## src/rtl/axi_brom_ctrl_if.sv

```systemverilog
// AXI4 slave bus (128-bit data, 16-bit address) between a master and the boot-ROM sequencer.
// Every channel transfers on a clock edge where its valid and ready are both high; valid never waits for ready.
interface axi_brom_ctrl_if #(
    parameter int ID_WIDTH = 4
);
    logic [ID_WIDTH-1:0] awid;
    logic [15:0]         awaddr;
    logic [7:0]          awlen;
    logic [2:0]          awsize;
    logic [1:0]          awburst;
    logic                awvalid;
    logic                awready;

    logic [127:0]        wdata;
    logic [15:0]         wstrb;
    logic                wlast;
    logic                wvalid;
    logic                wready;

    logic [ID_WIDTH-1:0] bid;
    logic [1:0]          bresp;
    logic                bvalid;
    logic                bready;

    logic [ID_WIDTH-1:0] arid;
    logic [15:0]         araddr;
    logic [7:0]          arlen;
    logic [2:0]          arsize;
    logic [1:0]          arburst;
    logic                arvalid;
    logic                arready;

    logic [ID_WIDTH-1:0] rid;
    logic [127:0]        rdata;
    logic [1:0]          rresp;
    logic                rlast;
    logic                rvalid;
    logic                rready;

    modport master (
        output awid, awaddr, awlen, awsize, awburst, awvalid,
        output wdata, wstrb, wlast, wvalid,
        output bready,
        output arid, araddr, arlen, arsize, arburst, arvalid,
        output rready,
        input  awready, wready, bid, bresp, bvalid,
        input  arready, rid, rdata, rresp, rlast, rvalid
    );

    modport slave (
        input  awid, awaddr, awlen, awsize, awburst, awvalid,
        input  wdata, wstrb, wlast, wvalid,
        input  bready,
        input  arid, araddr, arlen, arsize, arburst, arvalid,
        input  rready,
        output awready, wready, bid, bresp, bvalid,
        output arready, rid, rdata, rresp, rlast, rvalid
    );
endinterface

```

## src/rtl/axi_brom_ctrl.sv

```systemverilog
// AXI4 slave front-end for the 64 KB boot BRAM: one burst at a time, round-robin
// read/write arbitration, line-granular addressing with a 1-cycle registered-address read.
module axi_brom_ctrl #(
    parameter int ID_WIDTH = 4
) (
    input  logic                clka,
    input  logic                rsta,
    axi_brom_ctrl_if.slave      s_axi,
    output logic [15:0]         addra,
    output logic                ena,
    output logic [15:0]         wea,
    output logic [127:0]        dina,
    input  logic [127:0]        douta,
    output logic [1:0]          dbg_state
);

    typedef enum logic [1:0] {
        IDLE    = 2'd0,
        WR_DATA = 2'd1,
        WR_RESP = 2'd2,
        RD      = 2'd3
    } state_t;

    state_t              state;
    logic                prio;      // 0: read wins a tie, 1: write wins
    logic [ID_WIDTH-1:0] id_q;
    logic [11:0]         line_q;
    logic                fixed_q;
    logic [8:0]          left_q;    // beats still to move through the BRAM port
    logic                rvalid_q;
    logic                rlast_q;

    logic                grant_rd;
    logic                grant_wr;
    logic                wr_hs;
    logic                rd_issue;
    logic [11:0]         next_line;
    logic                unused_sig;

    assign grant_rd  = (state == IDLE) && !rsta && s_axi.arvalid && (!s_axi.awvalid || !prio);
    assign grant_wr  = (state == IDLE) && !rsta && s_axi.awvalid && (!s_axi.arvalid || prio);
    assign wr_hs     = (state == WR_DATA) && !rsta && s_axi.wvalid;
    // A read is only launched when the R slot is free or being drained this cycle,
    // so douta is never overwritten while a stalled beat is still on R.
    assign rd_issue  = (state == RD) && !rsta && (left_q != 9'd0) && (!rvalid_q || s_axi.rready);
    assign next_line = fixed_q ? line_q : line_q + 12'd1;

    assign s_axi.arready = grant_rd;
    assign s_axi.awready = grant_wr;
    assign s_axi.wready  = (state == WR_DATA) && !rsta;
    assign s_axi.bvalid  = (state == WR_RESP);
    assign s_axi.bresp   = 2'b00;
    assign s_axi.bid     = id_q;
    assign s_axi.rvalid  = rvalid_q;
    assign s_axi.rlast   = rlast_q;
    assign s_axi.rresp   = 2'b00;
    assign s_axi.rid     = id_q;
    assign s_axi.rdata   = douta;

    assign ena       = wr_hs || rd_issue;
    assign wea       = wr_hs ? s_axi.wstrb : 16'h0000;
    assign dina      = s_axi.wdata;
    assign addra     = ena ? {line_q, 4'h0} : 16'h0000;
    assign dbg_state = state;

    // Transfer size is fixed at one line and the beat count comes from len, not wlast.
    assign unused_sig = ^{s_axi.awsize, s_axi.arsize, s_axi.wlast,
                          s_axi.awaddr[3:0], s_axi.araddr[3:0]};

    always_ff @(posedge clka) begin
        if (rsta) begin
            state    <= IDLE;
            prio     <= 1'b0;
            id_q     <= '0;
            line_q   <= 12'h000;
            fixed_q  <= 1'b0;
            left_q   <= 9'd0;
            rvalid_q <= 1'b0;
            rlast_q  <= 1'b0;
        end else begin
            case (state)
                IDLE: begin
                    if (grant_rd) begin
                        id_q    <= s_axi.arid;
                        line_q  <= s_axi.araddr[15:4];
                        fixed_q <= (s_axi.arburst == 2'b00);
                        left_q  <= {1'b0, s_axi.arlen} + 9'd1;
                        state   <= RD;
                        if (s_axi.awvalid) prio <= 1'b1;
                    end else if (grant_wr) begin
                        id_q    <= s_axi.awid;
                        line_q  <= s_axi.awaddr[15:4];
                        fixed_q <= (s_axi.awburst == 2'b00);
                        left_q  <= {1'b0, s_axi.awlen} + 9'd1;
                        state   <= WR_DATA;
                        if (s_axi.arvalid) prio <= 1'b0;
                    end
                end
                WR_DATA: begin
                    if (wr_hs) begin
                        line_q <= next_line;
                        left_q <= left_q - 9'd1;
                        if (left_q == 9'd1) state <= WR_RESP;
                    end
                end
                WR_RESP: begin
                    if (s_axi.bready) state <= IDLE;
                end
                RD: begin
                    if (rd_issue) begin
                        line_q   <= next_line;
                        left_q   <= left_q - 9'd1;
                        rvalid_q <= 1'b1;
                        rlast_q  <= (left_q == 9'd1);
                    end else if (s_axi.rready) begin
                        rvalid_q <= 1'b0;
                        rlast_q  <= 1'b0;
                    end
                    if (rvalid_q && s_axi.rready && rlast_q) state <= IDLE;
                end
                default: state <= IDLE;
            endcase
        end
    end

endmodule
```

## src/flat_wrapper.sv

```systemverilog
// flat-port wrapper written by rule: the top's interface ports become plain ports
module axi_brom_ctrl_flat 
#(
    parameter int ID_WIDTH = 4
)
  (clka, rsta, addra, ena, wea, dina, douta, dbg_state, s_axi_awid, s_axi_awaddr, s_axi_awlen, s_axi_awsize, s_axi_awburst, s_axi_awvalid, s_axi_wdata, s_axi_wstrb, s_axi_wlast, s_axi_wvalid, s_axi_bready, s_axi_arid, s_axi_araddr, s_axi_arlen, s_axi_arsize, s_axi_arburst, s_axi_arvalid, s_axi_rready, s_axi_awready, s_axi_wready, s_axi_bid, s_axi_bresp, s_axi_bvalid, s_axi_arready, s_axi_rid, s_axi_rdata, s_axi_rresp, s_axi_rlast, s_axi_rvalid);
  axi_brom_ctrl_if #(.ID_WIDTH(ID_WIDTH)) s_axi_i ();
  input  logic clka;
  input  logic rsta;
  output logic [15:0] addra;
  output logic ena;
  output logic [15:0] wea;
  output logic [127:0] dina;
  input  logic [127:0] douta;
  output logic [1:0] dbg_state;
  input wire logic [$bits(s_axi_i.awid)-1:0] s_axi_awid;
  input wire logic [$bits(s_axi_i.awaddr)-1:0] s_axi_awaddr;
  input wire logic [$bits(s_axi_i.awlen)-1:0] s_axi_awlen;
  input wire logic [$bits(s_axi_i.awsize)-1:0] s_axi_awsize;
  input wire logic [$bits(s_axi_i.awburst)-1:0] s_axi_awburst;
  input wire logic [$bits(s_axi_i.awvalid)-1:0] s_axi_awvalid;
  input wire logic [$bits(s_axi_i.wdata)-1:0] s_axi_wdata;
  input wire logic [$bits(s_axi_i.wstrb)-1:0] s_axi_wstrb;
  input wire logic [$bits(s_axi_i.wlast)-1:0] s_axi_wlast;
  input wire logic [$bits(s_axi_i.wvalid)-1:0] s_axi_wvalid;
  input wire logic [$bits(s_axi_i.bready)-1:0] s_axi_bready;
  input wire logic [$bits(s_axi_i.arid)-1:0] s_axi_arid;
  input wire logic [$bits(s_axi_i.araddr)-1:0] s_axi_araddr;
  input wire logic [$bits(s_axi_i.arlen)-1:0] s_axi_arlen;
  input wire logic [$bits(s_axi_i.arsize)-1:0] s_axi_arsize;
  input wire logic [$bits(s_axi_i.arburst)-1:0] s_axi_arburst;
  input wire logic [$bits(s_axi_i.arvalid)-1:0] s_axi_arvalid;
  input wire logic [$bits(s_axi_i.rready)-1:0] s_axi_rready;
  output wire logic [$bits(s_axi_i.awready)-1:0] s_axi_awready;
  output wire logic [$bits(s_axi_i.wready)-1:0] s_axi_wready;
  output wire logic [$bits(s_axi_i.bid)-1:0] s_axi_bid;
  output wire logic [$bits(s_axi_i.bresp)-1:0] s_axi_bresp;
  output wire logic [$bits(s_axi_i.bvalid)-1:0] s_axi_bvalid;
  output wire logic [$bits(s_axi_i.arready)-1:0] s_axi_arready;
  output wire logic [$bits(s_axi_i.rid)-1:0] s_axi_rid;
  output wire logic [$bits(s_axi_i.rdata)-1:0] s_axi_rdata;
  output wire logic [$bits(s_axi_i.rresp)-1:0] s_axi_rresp;
  output wire logic [$bits(s_axi_i.rlast)-1:0] s_axi_rlast;
  output wire logic [$bits(s_axi_i.rvalid)-1:0] s_axi_rvalid;
  assign s_axi_i.awid = s_axi_awid;
  assign s_axi_i.awaddr = s_axi_awaddr;
  assign s_axi_i.awlen = s_axi_awlen;
  assign s_axi_i.awsize = s_axi_awsize;
  assign s_axi_i.awburst = s_axi_awburst;
  assign s_axi_i.awvalid = s_axi_awvalid;
  assign s_axi_i.wdata = s_axi_wdata;
  assign s_axi_i.wstrb = s_axi_wstrb;
  assign s_axi_i.wlast = s_axi_wlast;
  assign s_axi_i.wvalid = s_axi_wvalid;
  assign s_axi_i.bready = s_axi_bready;
  assign s_axi_i.arid = s_axi_arid;
  assign s_axi_i.araddr = s_axi_araddr;
  assign s_axi_i.arlen = s_axi_arlen;
  assign s_axi_i.arsize = s_axi_arsize;
  assign s_axi_i.arburst = s_axi_arburst;
  assign s_axi_i.arvalid = s_axi_arvalid;
  assign s_axi_i.rready = s_axi_rready;
  assign s_axi_awready = s_axi_i.awready;
  assign s_axi_wready = s_axi_i.wready;
  assign s_axi_bid = s_axi_i.bid;
  assign s_axi_bresp = s_axi_i.bresp;
  assign s_axi_bvalid = s_axi_i.bvalid;
  assign s_axi_arready = s_axi_i.arready;
  assign s_axi_rid = s_axi_i.rid;
  assign s_axi_rdata = s_axi_i.rdata;
  assign s_axi_rresp = s_axi_i.rresp;
  assign s_axi_rlast = s_axi_i.rlast;
  assign s_axi_rvalid = s_axi_i.rvalid;
  axi_brom_ctrl #(.ID_WIDTH(ID_WIDTH)) u_core (.clka(clka), .rsta(rsta), .s_axi(s_axi_i), .addra(addra), .ena(ena), .wea(wea), .dina(dina), .douta(douta), .dbg_state(dbg_state));
endmodule
```

## config.mk

```make
export PLATFORM = sky130hd
export DESIGN_NAME = axi_brom_ctrl_flat
export DESIGN_NICKNAME = d
export VERILOG_FILES = /design/src/rtl/axi_brom_ctrl_if.sv /design/src/rtl/axi_brom_ctrl.sv /design/src/flat_wrapper.sv
export SDC_FILE = /design/constraint.sdc
export NUM_CORES = 1
export LEC_CHECK = 0
export CAP_MARGIN = 20
export CORE_AREA = 3 3 254 256
export CTS_CLUSTER_SIZE = 40
export DETAILED_ROUTE_END_ITERATION = 8
export DIE_AREA = 0 0 257 259
export PLACE_DENSITY_LB_ADDON = 0.12
export REMOVE_ABC_BUFFERS = 1
export SYNTH_ARGS = -nofsm -noshare
export SYNTH_HDL_FRONTEND = slang
export SYNTH_SLANG_ARGS = --single-unit
```

## constraint.sdc

```tcl
create_clock -name clka -period 5 [get_ports clka]
set_input_delay 0.5 -clock clka [delete_from_list [all_inputs] [get_ports clka]]
set_output_delay 0.5 -clock clka [all_outputs]
set_load 0.05 [all_outputs]
```

==> qor.yml, run 1 <==
status:
  outcome: "finished, final reports clean"
logic_synthesis:
  synthArstFlopShare: 0
  ys_types: 62
  ys_warn_count: 0
  seq_area_frac_synth: 0.1357
  synth_top_area_frac: 0.4447
  synth_area_leaders: "buf_4, dfxtp_1, nand2_1"
  netlist_area_um2: 4574
  synth-seq-cells: 31
  synth_commonest_cells: "buf_4, nand2_1, dfxtp_1"
  dominantRegCellSynth: "dfxtp_1"
  syn_avg_cell_area_um2: 7.499
  netlist_instances: 610
  synth_edf_count: 0
  synth_area_leader_cell: "buf_4"
  yosysMostFrequentCell: "buf_4"
clock_network:
  tritoncts: "built"
  post_cts_buffers: 0
  root_buffer: "clkbuf_16"
  clock-sinks: 31
  ctsResizeCount: 0
  cts-htree-levels: 2
  numCtsBuffers: 5
  cts_hold_buf: 0
  clk_latency_ns: 0.30
  max-clock-path-buffers: 2
  path_clk_slew_ns: 0.06
timing:
  drv_slew: 0
  fin_crit_sh: 0.6962
  final_hold_viol_count: 0
  clock_skew_ns: 0.01029
  fin_crit_ns: 3.481
  max_freq_mhz: 287.3
  slew_headroom: 0.3626
  rsz0062_at_grt: "no"
  tightestPinTransition_ns: 0.9562
  tns_ns: 0
  setup_viol: 0
pwr:
  peakVddDrop_uv: 107.6
  p_leak_nw: 1.499
  p_per_area_nw_per_um2: 226.1
layout:
  fin_area_um2: 4942
  drive_above_1_share: 0.07205
  instances_no_fill: 1306
  synthToLayoutAreaGrowth_pct: 8.042
  final_nets: 808
  nFillCells: 7337
routing:
  avgViaCountPerCell: 3.064
  avgRoutedWirePerCell_um: 70.28
  ant_nets: 0
  routed_wl_um: 91790
  drt-initial-drc-count: 260
  vias: 4001
  firstDrtPassIters: 4
  drc_errors: 0
setup_path:
  critPathKind: "input pin to primary output"
  crit_arrival_ns: 2.98
  crit_path_end_kind: "primary output"
  cp-start-kind: "input pin"
  path_max_fanout: 20
  required_ns: 4.50
job:
  maxCapViolations: 0
floorplan:
  die-area_um2: 66560
  placementRows: 92
  die_w_um: 257
  initial_utilization: 0.07292
  coreArea_um2: 62740
  die_y_um: 259
  io_pins: 655
global_route:
  grt.total_usage: 0.2666
  grt_max_degree: 43
  globalRouteOverflowTotal: 0
  grt_pass1_wl_um: 101700
  grt_pass1_vias: 3796
  antenna_found_initial: 1
place:
  hpwlAfterDp_um: 87720
  place_inst: 1296
  numPortBuffers: 119
  place_congestion: 1.042
  dpl_cell_area_um2: 4763
hold_path:
  hp-class: "register to register"
## logic make-up (layout without fill, tap and decap cells)
| group | after synthesis | after routing | share of synthesized area |
|---|---|---|---|
| multiplexers | 17 | 17 | 0.03994 |
| XOR/XNOR | 7 | 7 | 0.01340 |
| AND/OR/NAND/NOR | 165 | 165 | 0.1999 |
| flip-flops | 31 | 31 | 0.1357 |
| AO/OA/AOI/OAI | 85 | 85 | 0.1255 |
| adder cells (fa/ha/maj) | 5 | 5 | 0.01368 |
| buffers and inverters | 299 | 140 | 0.4710 |
| other | 1 | 10 | 0.0008198 |
## critical path, stage by stage
cell	delay, ns
clkdlybuf4s50_1	0.98
and2_1	0.24
a21oi_2	0.04
buf_4	0.23
nor2b_1	0.15
clkdlybuf4s50_1	0.82
## routing by layer
metal	GRT usage	share of wire	vias up
met4	0.07354	0.036	10
met3	0.3911	0.31	56
met5	0.08480	0.0082	-
li1	-	-	1492
met2	0.5244	0.55	836
met1	0.07502	0.10	1607
## final cells by class
cell class / instances / area, µm² / share of cell area
clock buffer: 6 / 138.9 / 0.02810
sequential: 31 / 621.8 / 0.1258
antenna: 2 / 5.005 / 0.001013
multi-input combinational: 287 / 1829 / 0.3701
timing repair buffer: 124 / 1224 / 0.2476
clock inverter: 2 / 35.03 / 0.007089
inverter: 8 / 30.03 / 0.006076
tap: 846 / 1059 / 0.2142
## power by group
group / switching, mW / internal, mW
sequential: 0.0475 / 0.276
clock: 0.144 / 0.249
combinational: 0.242 / 0.160
## state kept, by name (all words and copies together), names as in the netlist
| signal | cells |
|---|---|
| u_core.dbg_state | 2 |
| u_core.fixed_q | 1 |
| u_core.left_q | 9 |
| u_core.line_q | 12 |
| u_core.prio | 1 |
| u_core.s_axi.bid | 4 |
| u_core.s_axi.rlast | 1 |
| u_core.s_axi.rvalid | 1 |
## worst paths after layout
path                                     startpoint          endpoint  slack (ns)  cells past startpoint
worst min-delay path               u_core.left_q[6]  u_core.left_q[6]        0.52                      2
worst max-delay path                   s_axi_wvalid          addra[8]        1.52                      6
worst min register to register     u_core.left_q[6]  u_core.left_q[6]        0.52                      2
worst max register to register  u_core.dbg_state[1]  u_core.left_q[8]        2.01                     10
## through the flow
step / hold slack (ns) / worst slack, ns / total power, mW / util
finish: 0.5213 / 1.519 / 1.118 / 0.07878
global route: 0.5438 / 1.382 / 1.176 / 0.07870
CTS: 0.5242 / 1.475 / 1.135 / 0.07870
detailed placement: 0.5157 / 1.381 / 0.7360 / 0.07593
global placement: 0.5128 / 1.414 / 0.7395 / 0.07593
floorplan: 0.4698 / 0.6082 / 0.5362 / -
## placed cells by master, fill, tap and decap left out, types with 3 or more instances in the layout
| master | instances |
|---|---|
| nand2_1 | 45 |
| mux2i_1 | 7 |
| a211oi_1 | 6 |
| a21oi_1 | 13 |
| buf_4 | 5 |
| clkdlybuf4s50_1 | 118 |
| conb_1 | 8 |
| nor2_1 | 15 |
| a22oi_1 | 3 |
| nand3_1 | 23 |
| and3_1 | 22 |
| o22ai_1 | 4 |
| clkbuf_16 | 5 |
| nand4_1 | 7 |
| o21ai_0 | 14 |
| inv_1 | 7 |
| o211ai_1 | 3 |
| a31oi_1 | 10 |
| a311oi_1 | 4 |
| o21ai_1 | 9 |
| xnor2_1 | 6 |
| mux2_1 | 8 |
| a21oi_2 | 3 |
| a32o_1 | 4 |
| nor2b_1 | 17 |
| nor3_1 | 8 |
| or3_1 | 5 |
| ha_1 | 5 |
| dfxtp_1 | 30 |
Note: power is estimated with default switching activity, not from simulation.
==> run 2: changes to the inputs <==
--- a/config.mk
+++ b/config.mk
@@ -6,10 +6,10 @@
 export NUM_CORES = 1
 export LEC_CHECK = 0
 export CAP_MARGIN = 20
-export CORE_AREA = 3 3 254 256
+export CORE_AREA = 3 3 256 258
 export CTS_CLUSTER_SIZE = 40
 export DETAILED_ROUTE_END_ITERATION = 8
-export DIE_AREA = 0 0 257 259
+export DIE_AREA = 0 0 259 261
 export PLACE_DENSITY_LB_ADDON = 0.12
 export REMOVE_ABC_BUFFERS = 1
 export SYNTH_ARGS = -nofsm -noshare
==> constraint.sdc (replaced) <==
create_clock -name clka -period 3.3 [get_ports clka]
set_input_delay 0.33 -clock clka [delete_from_list [all_inputs] [get_ports clka]]
set_output_delay 0.33 -clock clka [all_outputs]
set_load 0.05 [all_outputs]
==> qor.yml, run 2 (same netlist as run 1, synthesis figures left out) <==
global_route:
  antenna_found_initial: 2
  grt_pass1_wl_um: 101500
  grt_max_degree: 54
  grt_pass1_vias: 3923
  grt.total_usage: 0.2634
  globalRouteOverflowTotal: 0
timing:
  final_hold_viol_count: 0
  tightestPinTransition_ns: 0.7129
  tns_ns: 0
  clock_skew_ns: 0.01001
  worst_slack_ns: 0.6300
  max_freq_mhz: 374.5
  fin_crit_sh: 0.8091
  worst_hold_slack_ns: 0.4162
  rsz0062_at_grt: "no"
  setup_viol: 0
  slew_headroom: 0.5232
  fin_crit_ns: 2.670
  drv_slew: 0
setup_path:
  rr_startpoint: "u_core.dbg_state[0]"
  reg2reg_depth: 12
  required_ns: 3.48
  path_max_fanout: 16
  r2r_slack_ns: 0.75
  slowest_delay_ns: 0.48
  critical_path_buf_inv_count: 3
  crit_arrival_ns: 2.85
  critPathKind: "input pin to register"
  r2r_end: "u_core.left_q[6]"
  path_depth: 13
  cp-start-kind: "input pin"
  critPathLaunch: "s_axi_arvalid"
  cp_top_family: "buffers and inverters"
  worst_path_most_repeated_cell: "nand2_1"
  crit_slowest_cell: "clkdlybuf4s50_1"
  crit_path_end_kind: "register"
  cp_cell_sequence: "clkdlybuf4s50_1 -> a21boi_1 -> nand2_1 -> inv_2 -> buf_4 -> nand2_1 -> nand2_1 -> ha_1 -> nand3_1 -> o21ai_0 -> nand3b_1 -> o211ai_1 -> o211ai_1"
routing:
  ant_nets: 0
  avgRoutedWirePerCell_um: 70.09
  firstDrtPassIters: 4
  routed_wl_um: 92230
  avgViaCountPerCell: 3.127
  vias: 4115
  drt-initial-drc-count: 283
  drc_errors: 0
layout:
  layout_commonest_cell: "clkdlybuf4s50_1"
  top_register: "u_core.line_q"
  largest_reg_flops: 12
  synthToLayoutAreaGrowth_pct: 11.41
  drive_above_1_share: 0.1557
  final_nets: 819
  most-common-layout-cells: "clkdlybuf4s50_1, nand2_1, buf_4, dfxtp_1, nand3_1"
  fin_area_um2: 5096
clock_network:
  max-clock-path-buffers: 2
  clk_latency_ns: 0.30
  path_clk_slew_ns: 0.07
  root_buffer: "clkbuf_16"
  post_cts_buffers: 0
  cts_hold_buf: 0
  clock-sinks: 31
  ctsResizeCount: 0
  numCtsBuffers: 5
  tritoncts: "built"
  cts-htree-levels: 2
floorplan:
  initial_utilization: 0.07238
  die_y_um: 261
  coreArea_um2: 63200
  placementRows: 92
  die-area_um2: 67600
  io_pins: 655
  die_w_um: 259
status:
  outcome: "finished, final reports clean"
pwr:
  peakVddDrop_uv: 148.8
  p_per_area_nw_per_um2: 318.1
  p_leak_nw: 1.638
place:
  detailedPlace.worstSlack_ns: 0.2996
  hpwlAfterDp_um: 88410
  numPortBuffers: 119
  place_congestion: 1.046
  dpl_cell_area_um2: 4956
hold_path:
  min_from: "rsta"
  worstHoldEndpoint: "u_core.s_axi.rvalid"
  hp-class: "input pin to register"
  hold_depth: 2
job:
  maxCapViolations: 0
## run 2: cell types whose count changed in the layout (fill, tap and decap cells not counted), sizes merged
cell           change
buf               +42
clkbuf             +1
clkdlybuf4s50     -31
diode              -1
bufinv             -1
## run 2: area by class of cell
| class | instances | area (µm²) |
|---|---|---|
| fill | 7385 | 58100 |
| multi-input combinational | 287 | 1829 |
| timing repair buffer | 135 | 1416 |
| tap | 846 | 1059 |
| sequential | 31 | 621.8 |
| clock buffer | 7 | 132.6 |
| inverter | 8 | 30.03 |
| clock inverter | 1 | 5.005 |
| antenna | 1 | 2.502 |
## run 2: worst reg2reg max path, cell delays in order, from the launching register on
cell,delay [ns]
dfxtp_2,0.40
nor3_2,0.30
nand2_1,0.17
inv_2,0.09
buf_4,0.30
nand2_1,0.09
nand2_1,0.09
ha_1,0.26
nand3_1,0.18
o21ai_0,0.21
nand3b_1,0.10
o211ai_1,0.14
o211ai_1,0.12
## run 2: worst max-delay path by stage
stage / endpoint / slack [ns]
after CTS: u_core.left_q[6] / 0.63
after detailed placement: u_core.left_q[6] / 0.30
after global placement: u_core.left_q[6] / 0.34
final: u_core.left_q[6] / 0.63
after floorplan: addra[10] / -0.92
after global routing: u_core.left_q[6] / 0.35
## run 2: per-layer routing
metal  track usage  wire (µm)  up-vias
met4       0.08707       3499        6
li1              -          -     1502
met2        0.5096      49620      875
met1       0.06888       8916     1664
met5       0.03917        349        -
met3        0.4036      29850       68
## run 2: stage by stage
| stage | std cells | util | total power, mW |
|---|---|---|---|
| finish | 1316 | 0.08064 | 1.621 |
| global route | 1315 | 0.08060 | 1.714 |
| CTS | 1315 | 0.08060 | 1.656 |
| detailed placement | 1307 | 0.07842 | 1.138 |
| global placement | 1307 | 0.07842 | 1.145 |
| floorplan | 326 | - | 0.8125 |
## run 2: report_power, final
| group | switching [mW] | internal [mW] | total [mW] | leakage, nW |
|---|---|---|---|---|
| Combinational | 0.384 | 0.263 | 0.647 | 1.31 |
| Clock | 0.215 | 0.280 | 0.496 | 0.0679 |
| Sequential | 0.0602 | 0.418 | 0.478 | 0.256 |
| Total | 0.659 | 0.962 | 1.62 | 1.64 |
